$ cat src/rtl/vga_timing_gen.sv
// VGA raster timing: pixel-rate divider, h/v counters, registered sync/blank/position/strobes.
// Optional frame counter behind VGA_TIMING_FRAME_CNT_EN.
module vga_timing_gen #(
  parameter int CNT_W    = 10,
  parameter int CLK_DIV  = 4,
  parameter int H_ACTIVE = 640,
  parameter int H_FP     = 16,
  parameter int H_SYNC   = 96,
  parameter int H_BP     = 48,
  parameter int V_ACTIVE = 480,
  parameter int V_FP     = 10,
  parameter int V_SYNC   = 2,
  parameter int V_BP     = 33,
  parameter bit H_POL    = 1'b0,
  parameter bit V_POL    = 1'b0
`ifdef VGA_TIMING_FRAME_CNT_EN
  ,
  parameter int FRAME_W  = 8
`endif
) (
  input  logic             pix_clk,
  input  logic             reset,
  output logic             p_tick,
  output logic             display_on,
  output logic             Hsync,
  output logic             Vsync,
  output logic [CNT_W-1:0] x_pos,
  output logic [CNT_W-1:0] y_pos,
  output logic             line_start,
  output logic             frame_start
`ifdef VGA_TIMING_FRAME_CNT_EN
  ,
  output logic [FRAME_W-1:0] frame_cnt
`endif
);

  localparam int H_TOTAL = H_ACTIVE + H_FP + H_SYNC + H_BP;
  localparam int V_TOTAL = V_ACTIVE + V_FP + V_SYNC + V_BP;
  localparam int DIV_W   = (CLK_DIV > 1) ? $clog2(CLK_DIV) : 1;

  localparam logic [DIV_W-1:0] DIV_LAST = DIV_W'(CLK_DIV - 1);
  localparam logic [CNT_W-1:0] H_LAST   = CNT_W'(H_TOTAL - 1);
  localparam logic [CNT_W-1:0] V_LAST   = CNT_W'(V_TOTAL - 1);
  localparam logic [CNT_W-1:0] H_ACT    = CNT_W'(H_ACTIVE);
  localparam logic [CNT_W-1:0] V_ACT    = CNT_W'(V_ACTIVE);
  localparam logic [CNT_W-1:0] HS_BEG   = CNT_W'(H_ACTIVE + H_FP);
  localparam logic [CNT_W-1:0] VS_BEG   = CNT_W'(V_ACTIVE + V_FP);
  localparam logic [CNT_W-1:0] HS_LEN   = CNT_W'(H_SYNC);
  localparam logic [CNT_W-1:0] VS_LEN   = CNT_W'(V_SYNC);

  logic [DIV_W-1:0] div_cnt;
  logic [CNT_W-1:0] h_cnt, v_cnt;
  logic [CNT_W-1:0] h_nxt, v_nxt;
  logic [CNT_W-1:0] h_off, v_off;
  logic             tick_int;

  assign tick_int = (div_cnt == DIV_LAST);

  // Position the counters take on the coming tick; all decode is done on this.
  always_comb begin
    h_nxt = h_cnt + CNT_W'(1);
    v_nxt = v_cnt;
    if (h_cnt == H_LAST) begin
      h_nxt = '0;
      v_nxt = (v_cnt == V_LAST) ? '0 : v_cnt + CNT_W'(1);
    end
  end

  // Unsigned wrap turns the sync window test into a single compare.
  assign h_off = h_nxt - HS_BEG;
  assign v_off = v_nxt - VS_BEG;

  always_ff @(posedge pix_clk) begin
    if (reset) begin
      div_cnt     <= '0;
      h_cnt       <= H_LAST;
      v_cnt       <= V_LAST;
      p_tick      <= 1'b0;
      display_on  <= 1'b0;
      Hsync       <= ~H_POL;
      Vsync       <= ~V_POL;
      x_pos       <= '0;
      y_pos       <= '0;
      line_start  <= 1'b0;
      frame_start <= 1'b0;
    end else begin
      div_cnt     <= tick_int ? '0 : div_cnt + DIV_W'(1);
      p_tick      <= tick_int;
      line_start  <= tick_int && (h_nxt == '0);
      frame_start <= tick_int && (h_nxt == '0) && (v_nxt == '0);
      if (tick_int) begin
        h_cnt      <= h_nxt;
        v_cnt      <= v_nxt;
        x_pos      <= h_nxt;
        y_pos      <= v_nxt;
        display_on <= (h_nxt < H_ACT) && (v_nxt < V_ACT);
        Hsync      <= (h_off < HS_LEN) ? H_POL : ~H_POL;
        Vsync      <= (v_off < VS_LEN) ? V_POL : ~V_POL;
      end
    end
  end

`ifdef VGA_TIMING_FRAME_CNT_EN
  // Starts at all-ones so the first frame_start lands it on zero.
  always_ff @(posedge pix_clk) begin
    if (reset) begin
      frame_cnt <= '1;
    end else if (tick_int && (h_nxt == '0) && (v_nxt == '0)) begin
      frame_cnt <= frame_cnt + FRAME_W'(1);
    end
  end
`else
  // No frame counter in this build.
`endif

endmodule

$ cat config.mk
export PLATFORM = sky130hd
export DESIGN_NAME = vga_timing_gen
export DESIGN_NICKNAME = d
export VERILOG_FILES = /design/src/rtl/vga_timing_gen.sv
export SDC_FILE = /design/constraint.sdc
export NUM_CORES = 1
export LEC_CHECK = 0
export ABC_AREA = 1
export CAP_MARGIN = 20
export CORE_ASPECT_RATIO = 1.4
export CORE_MARGIN = 10
export CORE_UTILIZATION = 27
export DETAILED_ROUTE_END_ITERATION = 8
export SETUP_SLACK_MARGIN = 0.02
export SLEW_MARGIN = 20
export SYNTH_ARGS = -nofsm -noshare
export SYNTH_HDL_FRONTEND = slang
export SYNTH_SLANG_ARGS = --single-unit
$ cat constraint.sdc
create_clock -name pix_clk -period 4.15 [get_ports pix_clk]
set_input_delay 1.0375 -clock pix_clk [delete_from_list [all_inputs] [get_ports pix_clk]]
set_output_delay 1.0375 -clock pix_clk [all_outputs]
set_load 0.03 [all_outputs]
==> flow_summary.toml, run 1 <==
[floorplanning]
fp-row-count = 39
die-area_sq_mm = 0.0123
die_h_microns = 128
start_util_pct = 27.5
io_pins = 28
die_w_microns = 96.8
coreArea_sq_mm = 0.00810

[yosys]
synth-edff-count = 0
synthSimpleGateAreaFrac_pct = 36.6
synth_warnings = 0
synth_xor_xnor_area_share_pct = 0.393
synthesis.nets = 342
synth_top_family_by_area = "simple AND/OR/NAND/NOR gates"
ys.flop_type = "dfxtp_1"
synth_seq_area_share_pct = 34.1
avgSynthCellArea_sq_um = 6.72
syn-cell-area_sq_mm = 0.00223
synth_adder_area_share_pct = 4.49
syn_inst = 332
async_flop_share_pct = 0
muxShareOfSynthArea_pct = 0
ys_ff_latch = 38
synth_compound_area_share_pct = 11.8
synth.distinct_cells = 32

[placement]
io_buffers = 27
gp_congestion = 0.839
place_hpwl_mm = 4.57

[final_layout]
drive_gt1_share_pct = 8.50
syn_to_final_growth_pct = 20.8
finalNetCount = 362
layout_commonest_cell = "nand2_1"
n_antenna_cell = 0
fill_cells = 900
layout_common_cells = "nand2_1 (78), inv_1 (40), dfxtp_1 (38)"

[worst_setup_path]
slowest_stage = "clkdlybuf4s50_1"
worstPathArrival_ns = 2.82
slowest_delay_ns = 0.50
crit_chain = "clkdlybuf4s50_1 > nor2_2 > inv_2 > nor2_1 > nand4_1 > nor2_1 > nand3_1 > nor3_1"
cp_data_required_time_ns = 4.36
r2r_slack_ns = 1.75
cp_num_cells = 8
crit_family = "simple AND/OR/NAND/NOR gates"
end_kind = "flip-flop"
timing.rr.start = "h_cnt[0]$_SDFFE_PP1P_"
worst-path-buf-inv = 2
cp-endpoint = "frame_start$_SDFF_PP0_"
critPathKind = "primary input to flip-flop"
cp-start-kind = "primary input"
r2r-end = "Vsync$_SDFFE_PP1P_"
worstPathMaxFanout = 19
ff2ff_path_depth = 17
path_common_cell = "nor2_1"
crit_start = "reset"

[grt]
gr-total-overflow = 0
track_usage_pct = 9.48
grt_pass1_vias = 2132
antenna_found_initial = 0
grt_pass1_wl_mm = 9.92
grt_start_max_net_pins = 20

[power_and_ir_drop]
internal-power_w = 0.000773
vdd_drop_max_uv = 174
power_frac_seq_pct = 33.7
sw_frac_of_total_pct = 34.0
pwr-share-comb_pct = 30.1
power_density_mw_per_mm2 = 435
p_sw_w = 0.000399
clkPwrFrac_pct = 36.2
p_leak_nw = 1.15

[clock_network]
cts_root_buf = "clkbuf_16"
insertion_delay_ns = 0.28
clock_path_buffers = 2
ctsResizeCount = 0
cts_buffers = 5
clock_sinks = 38
path_clk_slew_ns = 0.06
postCtsSetupBuffers = 0
tritoncts = "built"
cts_max_level = 2
postCtsHoldBufs = 0

[sta]
maxSlewViolCount = 0
period_share_pct = 62.9
period_needed_ns = 2.61
rsz0062_at_grt = "no"
max_freq_mhz = 383
skew_ns = 0.00641
slew_headroom_pct = 61.8
fin_tns_setup_ns = 0
timing.final.hold_violations = 0
tightest_slew_ns = 0.572
setup_viol_count_final = 0
holdWs_ns = 0.422

[route]
num_vias = 2154
routedWlPerCell_microns = 12.9
drt_first_pass_iters = 4
wl_mm = 5.89
vias_per_cell = 4.73
drc = 0
drt-initial-drc-count = 100
route.antenna.remaining_nets = 0

[status]
status = "finished, final reports clean"

[job]
timing.max_cap.violations = 0

[min_path]
hold_class = "flip-flop to flip-flop"
==> power by group through the flow <==
stage	clock network, W	logic [W]	registers (W)
2_1_floorplan	0	0.000265	0.000408
3_3_place_gp	0	0.000347	0.000403
3_5_place_dp	0	0.000350	0.000403
4_1_cts	0.000431	0.000353	0.000395
5_1_grt	0.000451	0.000398	0.000397
6_report	0.000424	0.000352	0.000395
==> worst min path at each step <==
stage,depth (start not counted),from,slack (ns),to
global placement,1,div_cnt[0]$_SDFF_PP0_,0.41,div_cnt[0]$_SDFF_PP0_
floorplan,1,div_cnt[0]$_SDFF_PP0_,0.40,div_cnt[0]$_SDFF_PP0_
CTS,1,div_cnt[0]$_SDFF_PP0_,0.43,div_cnt[0]$_SDFF_PP0_
finish,1,div_cnt[0]$_SDFF_PP0_,0.42,div_cnt[0]$_SDFF_PP0_
global route,1,div_cnt[0]$_SDFF_PP0_,0.45,div_cnt[0]$_SDFF_PP0_
detailed placement,1,div_cnt[0]$_SDFF_PP0_,0.42,div_cnt[0]$_SDFF_PP0_
==> metal layers <==
| layer | track usage, % | share of wire [%] | vias up | wire length [microns] |
|---|---|---|---|---|
| met5 | 0 | 0 | - | 0 |
| met4 | 2.96 | 0.76 | 0 | 45 |
| met3 | 2.80 | 5.4 | 6 | 317 |
| met2 | 18.5 | 55 | 48 | 3230 |
| met1 | 9.27 | 39 | 983 | 2300 |
| li1 | - | - | 1117 | - |
==> cell usage after synthesis (all sizes together), types with 2 or more instances <==
cell	count	area [sq um]
o21ai	21	105
o22ai	9	56.3
nand3	33	183
clkbuf	3	11.3
a21oi	7	35.0
ha	8	100
inv	46	175
nand4	9	56.3
a22oi	4	30.0
o211ai	2	15.0
nand2	86	348
buf	12	93.8
dfxtp	38	761
nor3	6	35.0
nor2	42	180
==> registers in the layout (all words and copies together) (netlist names) <==
name	count
p_tick	1
Hsync	1
line_start	1
x_pos	10
v_cnt	3
display_on	1
y_pos	10
Vsync	1
frame_start	1
h_cnt	7
div_cnt	2
==> metrics by stage <==
step                utilization, %  power (W)  instances  worst slack (ns)  cell area [sq um]
floorplan                        -   0.000672        332              2.09               2230
global placement              31.2   0.000750        447              1.29               2530
detailed placement            31.2   0.000753        447              1.26               2530
CTS                           33.2    0.00118        455              1.54               2690
global route                  33.2    0.00125        455              1.39               2690
finish                        33.2    0.00117        455              1.54               2690
==> kinds of logic (layout without fill, tap and decap cells) <==
family | after synthesis | after routing
flip-flops | 38 | 38
adder cells (fa/ha/maj) | 8 | 8
AO/OA/AOI/OAI | 46 | 46
buffers and inverters | 61 | 82
XOR/XNOR | 1 | 1
AND/OR/NAND/NOR | 178 | 178
==> final cells by class <==
type	count	area [sq um]	share of cell area, %
inverters	46	175	6.51
well taps	102	128	4.74
repair buffers	28	278	10.3
clock buffers	7	133	4.93
flip-flops and latches	38	761	28.3
multi-input cells	233	1190	44.1
clock inverters	1	30.0	1.12
(Power assumes the default switching activity.)
==> run 2: changes to the inputs <==
==> constraint.sdc (replaced) <==
create_clock -name pix_clk -period 2.69 [get_ports pix_clk]
set_input_delay 0.6725 -clock pix_clk [delete_from_list [all_inputs] [get_ports pix_clk]]
set_output_delay 0.6725 -clock pix_clk [all_outputs]
set_load 0.03 [all_outputs]
==> run 2 against run 1 <==
Against the previous run: global-route usage grew 0.38 points; clock power grew 40%; die area is the same; sequential power grew 54%; critical endpoint is now Vsync$_SDFFE_PP1P_; largest power group is now sequential cells.
==> flow_summary.toml, run 2 (synthesis gave the netlist of run 1 again) <==
[worst_setup_path]
cp_data_required_time_ns = 2.86
crit_family = "simple AND/OR/NAND/NOR gates"
critPathKind = "flip-flop to flip-flop"
slowest_stage = "dfxtp_1"
end_kind = "flip-flop"
slowest_delay_ns = 0.36
ff2ff_path_depth = 18
timing.rr.start = "y_pos[0]$_SDFFE_PP0P_"
r2r_slack_ns = 0.42
cp-start-kind = "flip-flop"
worst-path-buf-inv = 4
r2r-end = "Vsync$_SDFFE_PP1P_"
worstPathMaxFanout = 6
worstPathArrival_ns = 2.44
crit_chain = "inv_1 > ha_1 > inv_1 > nor3_1 > nand3_1 > nand3_1 > nand2_1 > inv_1 > ha_1 > inv_1 > nand2_1 > nand2_2 > nand2_1 > nand2_1 > nor2_1 > nand3_1 > nor2_1 > a21oi_1"

[route]
dr_wl_met2_mm = 3.19
highest_layer = "met4"
vias_per_cell = 4.78
wl_mm = 6.03
drc = 0
route.antenna.remaining_nets = 0
drt-initial-drc-count = 67
drt_first_pass_iters = 4
dr_wl_met3_microns = 256
wl_met1_mm = 2.40
routedWlPerCell_microns = 13.2
num_vias = 2185

[floorplanning]
coreArea_sq_mm = 0.00810
fp-row-count = 39
start_util_pct = 27.5
die_h_microns = 128
die_w_microns = 96.8
io_pins = 28
die-area_sq_mm = 0.0123

[grt]
track_usage_pct = 9.86
grt_pass1_vias = 2310
gr-total-overflow = 0
grt_pass1_wl_mm = 10.4
antenna_found_initial = 0
grt_start_max_net_pins = 17

[final_layout]
largest_registers = "x_pos (10), y_pos (10), h_cnt (7)"
layout_commonest_cell = "nand2_1"
fin_cells = 457
layout_common_cells = "nand2_1 (78), inv_1 (40), dfxtp_1 (38)"
drive_gt1_share_pct = 9.30
final_util_pct = 33.2
syn_to_final_growth_pct = 20.8
finalNetCount = 364
n_antenna_cell = 0

[clock_network]
postCtsSetupBuffers = 0
ctsResizeCount = 0
path_clk_slew_ns = 0.06
postCtsHoldBufs = 0
cts_buffers = 5
clock_sinks = 38
cts_root_buf = "clkbuf_16"
clock_path_buffers = 2
tritoncts = "built"
insertion_delay_ns = 0.28
cts_max_level = 2

[min_path]
hold_depth = 1
hp-start = "div_cnt[0]$_SDFF_PP0_"
hold_end = "div_cnt[0]$_SDFF_PP0_"
hold_class = "flip-flop to flip-flop"

[sta]
slew_headroom_pct = 60.9
tightest_slew_ns = 0.586
max_freq_mhz = 440
skew_ns = 0.0107
maxSlewViolCount = 0
period_share_pct = 84.5
fin_tns_setup_ns = 0
setup_viol_count_final = 0
timing.final.hold_violations = 0
rsz0062_at_grt = "no"
period_needed_ns = 2.27

[placement]
place_hpwl_mm = 4.66
dp_cells = 449
io_buffers = 27
gp_congestion = 0.879

[power_and_ir_drop]
finalPower_w = 0.00174
power_density_mw_per_mm2 = 647
p_leak_nw = 1.16
vdd_drop_max_uv = 300

[job]
timing.max_cap.violations = 0

[status]
status = "finished, final reports clean"
run 2: worst register-to-register path, cell delays in order (launching register included):
cell and delay [ns]:
dfxtp_1 0.36, inv_1 0.16, ha_1 0.17, inv_1 0.05, nor3_1 0.13, nand3_1 0.18
nand3_1 0.13, nand2_1 0.09, inv_1 0.10, ha_1 0.16, inv_1 0.04, nand2_1 0.10
nand2_2 0.07, nand2_1 0.06, nand2_1 0.05, nor2_1 0.08, nand3_1 0.08, nor2_1 0.08
a21oi_1 0.06
run 2: area by class of cell:
class	instances	area (sq um)
clock buffers	7	143
clock inverters	1	5.00
fillers	904	5410
inverters	46	175
multi-input cells	233	1190
flip-flops and latches	38	761
well taps	102	128
repair buffers	30	293
run 2: worst max-delay path by stage:
stage / end / start / cells after the start
finish: Vsync$_SDFFE_PP1P_ / y_pos[0]$_SDFFE_PP0P_ / 18
global route: Vsync$_SDFFE_PP1P_ / y_pos[0]$_SDFFE_PP0P_ / 18
CTS: Vsync$_SDFFE_PP1P_ / h_cnt[0]$_SDFFE_PP1P_ / 17
detailed placement: frame_start$_SDFF_PP0_ / reset / 8
global placement: frame_start$_SDFF_PP0_ / reset / 8
floorplan: Vsync$_SDFFE_PP1P_ / h_cnt[0]$_SDFFE_PP1P_ / 20
run 2: metal layers:
metal	vias to the layer above	GRT usage, %
li1	1122	-
met1	990	9.28
met2	52	18.8
met3	21	3.02
met4	0	4.96
met5	-	0
run 2: stage by stage:
stage	area, sq um	worst slack [ns]	hold slack, ns
floorplan	2230	0.631	0.399
global placement	2540	0.409	0.408
detailed placement	2540	0.379	0.418
CTS	2690	0.406	0.426
global route	2690	0.101	0.460
finish	2690	0.418	0.423
run 2: where the power goes:
part | switching, W | internal [W] | leakage, nW
registers | 0.0000210 | 0.000587 | 0.308
logic | 0.000371 | 0.000170 | 0.775
clock network | 0.000225 | 0.000368 | 0.0739
==> run 3: changes to the inputs <==
==> constraint.sdc (replaced) <==
create_clock -name pix_clk -period 2.2 [get_ports pix_clk]
set_input_delay 0.55 -clock pix_clk [delete_from_list [all_inputs] [get_ports pix_clk]]
set_output_delay 0.55 -clock pix_clk [all_outputs]
set_load 0.03 [all_outputs]
==> run 3 against run 2 <==
Against the previous run: flip-flop and latch count did not move; highest routed layer unchanged; cell area up 13%; critical path type unchanged; largest power group is now clock; critical endpoint is now Hsync$_SDFFE_PP1P_; hold slack improved by 0.0028 ns; first-iteration DRC count increased by 78%; sequential share of layout area fell by 2.8 points.
==> flow_summary.toml, run 3 (synthesis gave the netlist of run 1 again) <==
[floorplanning]
io_pins = 28
die_w_microns = 96.8
die-area_sq_mm = 0.0123
fp-row-count = 39
die_h_microns = 128
coreArea_sq_mm = 0.00810
start_util_pct = 27.5

[clock_network]
cts_buffers = 5
clock_sinks = 38
insertion_delay_ns = 0.28
postCtsHoldBufs = 0
tritoncts = "built"
path_clk_slew_ns = 0.06
cts_root_buf = "clkbuf_16"
clock_path_buffers = 2
cts_max_level = 2

[sta]
period_share_pct = 93.2
holdWs_ns = 0.426
period_needed_ns = 2.05
setup_ws_ns = 0.151
skew_ns = 0.00459
max_freq_mhz = 488
timing.final.hold_violations = 0
slew_headroom_pct = 72.9
tightest_slew_ns = 0.402
setup_viol_count_final = 0
maxSlewViolCount = 0

[min_path]
hold_class = "flip-flop to flip-flop"
hold_depth = 1
hold_end = "div_cnt[0]$_SDFF_PP0_"
hp-start = "div_cnt[0]$_SDFF_PP0_"

[route]
wl_mm = 6.42
dr_wl_met3_microns = 318
drt_first_pass_iters = 5
dr_wl_met2_mm = 3.49
routedWlPerCell_microns = 13.3
highest_layer = "met4"
vias_per_cell = 4.83
drt-initial-drc-count = 119
num_vias = 2326
route.antenna.remaining_nets = 0
drc = 0
wl_met1_mm = 2.41

[grt]
grt_pass1_vias = 2338
grt_start_max_net_pins = 19
gr-total-overflow = 0
track_usage_pct = 10.4
grt_pass1_wl_mm = 10.9
antenna_found_initial = 0

[final_layout]
multi_input_area_sq_mm = 0.00128
fill_cells = 868
layout_commonest_cell = "nand2_1"
fin_area_sq_mm = 0.00304
seq_area_sq_um = 773
largest_registers = "x_pos (10), y_pos (10), h_cnt (7)"
syn_to_final_growth_pct = 36.3
final_util_pct = 37.5
n_antenna_cell = 0
layout_common_cells = "nand2_1 (73), nor2_1 (35), dfxtp_1 (34)"
drive_gt1_share_pct = 22.9
finalNetCount = 389

[placement]
dp_worst_setup_slack_ns = -0.0162
place_hpwl_mm = 4.84
gp_congestion = 0.908
io_buffers = 27
place_area_sq_mm = 0.00265

[worst_setup_path]
worstPathMaxFanout = 5
r2r_slack_ns = 0.15
cp-start-kind = "flip-flop"
cp_data_required_time_ns = 2.41
slowest_delay_ns = 0.37
ff2ff_path_depth = 11
critPathKind = "flip-flop to flip-flop"
slowest_stage = "dfxtp_4"
r2r-end = "Hsync$_SDFFE_PP1P_"
path_common_cell = "buf_4"
timing.rr.start = "h_cnt[0]$_SDFFE_PP1P_"
crit_chain = "ha_4 > nand2_2 > inv_2 > nand3_4 > buf_4 > buf_4 > nand2_1 > ha_1 > o21ai_0 > o21bai_1 > a21oi_1"
worstPathArrival_ns = 2.26
end_kind = "flip-flop"

[power_and_ir_drop]
power_density_mw_per_mm2 = 829
vdd_drop_max_uv = 409
p_leak_nw = 1.31

[job]
timing.max_cap.violations = 0

[status]
status = "finished, final reports clean"
==> run 3: cell types whose count changed in the layout (fill, tap and decap cells not counted), sizes merged <==
cell / before / now
buf: 3 / 28
bufinv: 0 / 2
clkbuf: 7 / 5
==> run 3: what timing repair did <==
action                     in CTS  in global routing
pin swaps                       1                 13
buffers inserted                1                 10
gates resized for setup         2                 36
hold endpoints to repair        0                  0
setup endpoints to repair       1                  4
==> run 3: cell type report <==
type / count / share of cell area [%]
clock buffer: 5 / 4.12
clock inverter: 3 / 2.26
inverter: 46 / 5.85
multi-input combinational: 233 / 42.1
sequential: 38 / 25.4
tap: 102 / 4.20
timing repair buffer: 55 / 16.1
==> run 3: worst max-delay path: cells and delay by family, from the launching register on <==
family / cells / cell delay [ns]
adder cells (fa/ha/maj): 2 / 0.42
AND/OR/NAND/NOR: 3 / 0.31
buffers and inverters: 3 / 0.35
flip-flops: 1 / 0.37
AO/OA/AOI/OAI: 3 / 0.52
==> run 3: per-layer routing <==
metal | GRT usage [%] | up-vias
met5 | 0 | -
met3 | 2.59 | 17
li1 | - | 1175
met2 | 19.4 | 67
met4 | 5.74 | 0
met1 | 10.1 | 1067
==> run 3: where the power goes <==
group | internal, W | total [W] | switching (W)
logic | 0.000326 | 0.000838 | 0.000512
clock network | 0.000651 | 0.000942 | 0.000291
registers | 0.000716 | 0.000739 | 0.0000232
==> run 3: worst max-delay path by stage <==
stage,startpoint,endpoint,slack (ns),depth (start not counted)
detailed placement,y_pos[1]$_SDFFE_PP0P_,Vsync$_SDFFE_PP1P_,-0.02,18
global route,y_pos[1]$_SDFFE_PP0P_,Vsync$_SDFFE_PP1P_,-0.01,18
CTS,h_cnt[1]$_SDFFE_PP1P_,Vsync$_SDFFE_PP1P_,0.03,19
floorplan,h_cnt[0]$_SDFFE_PP1P_,Vsync$_SDFFE_PP1P_,0.14,20
global placement,y_pos[1]$_SDFFE_PP0P_,Vsync$_SDFFE_PP1P_,-0.01,18
finish,h_cnt[0]$_SDFFE_PP1P_,Hsync$_SDFFE_PP1P_,0.15,11
==> run 3: metrics by stage <==
stage	setup TNS (ns)	instances	power, W
6_report	0	482	0.00252
5_1_grt	-0.0105	482	0.00268
4_1_cts	0	472	0.00241
3_5_place_dp	-0.0162	463	0.00145
3_3_place_gp	-0.0123	463	0.00144
2_1_floorplan	0	332	0.00127
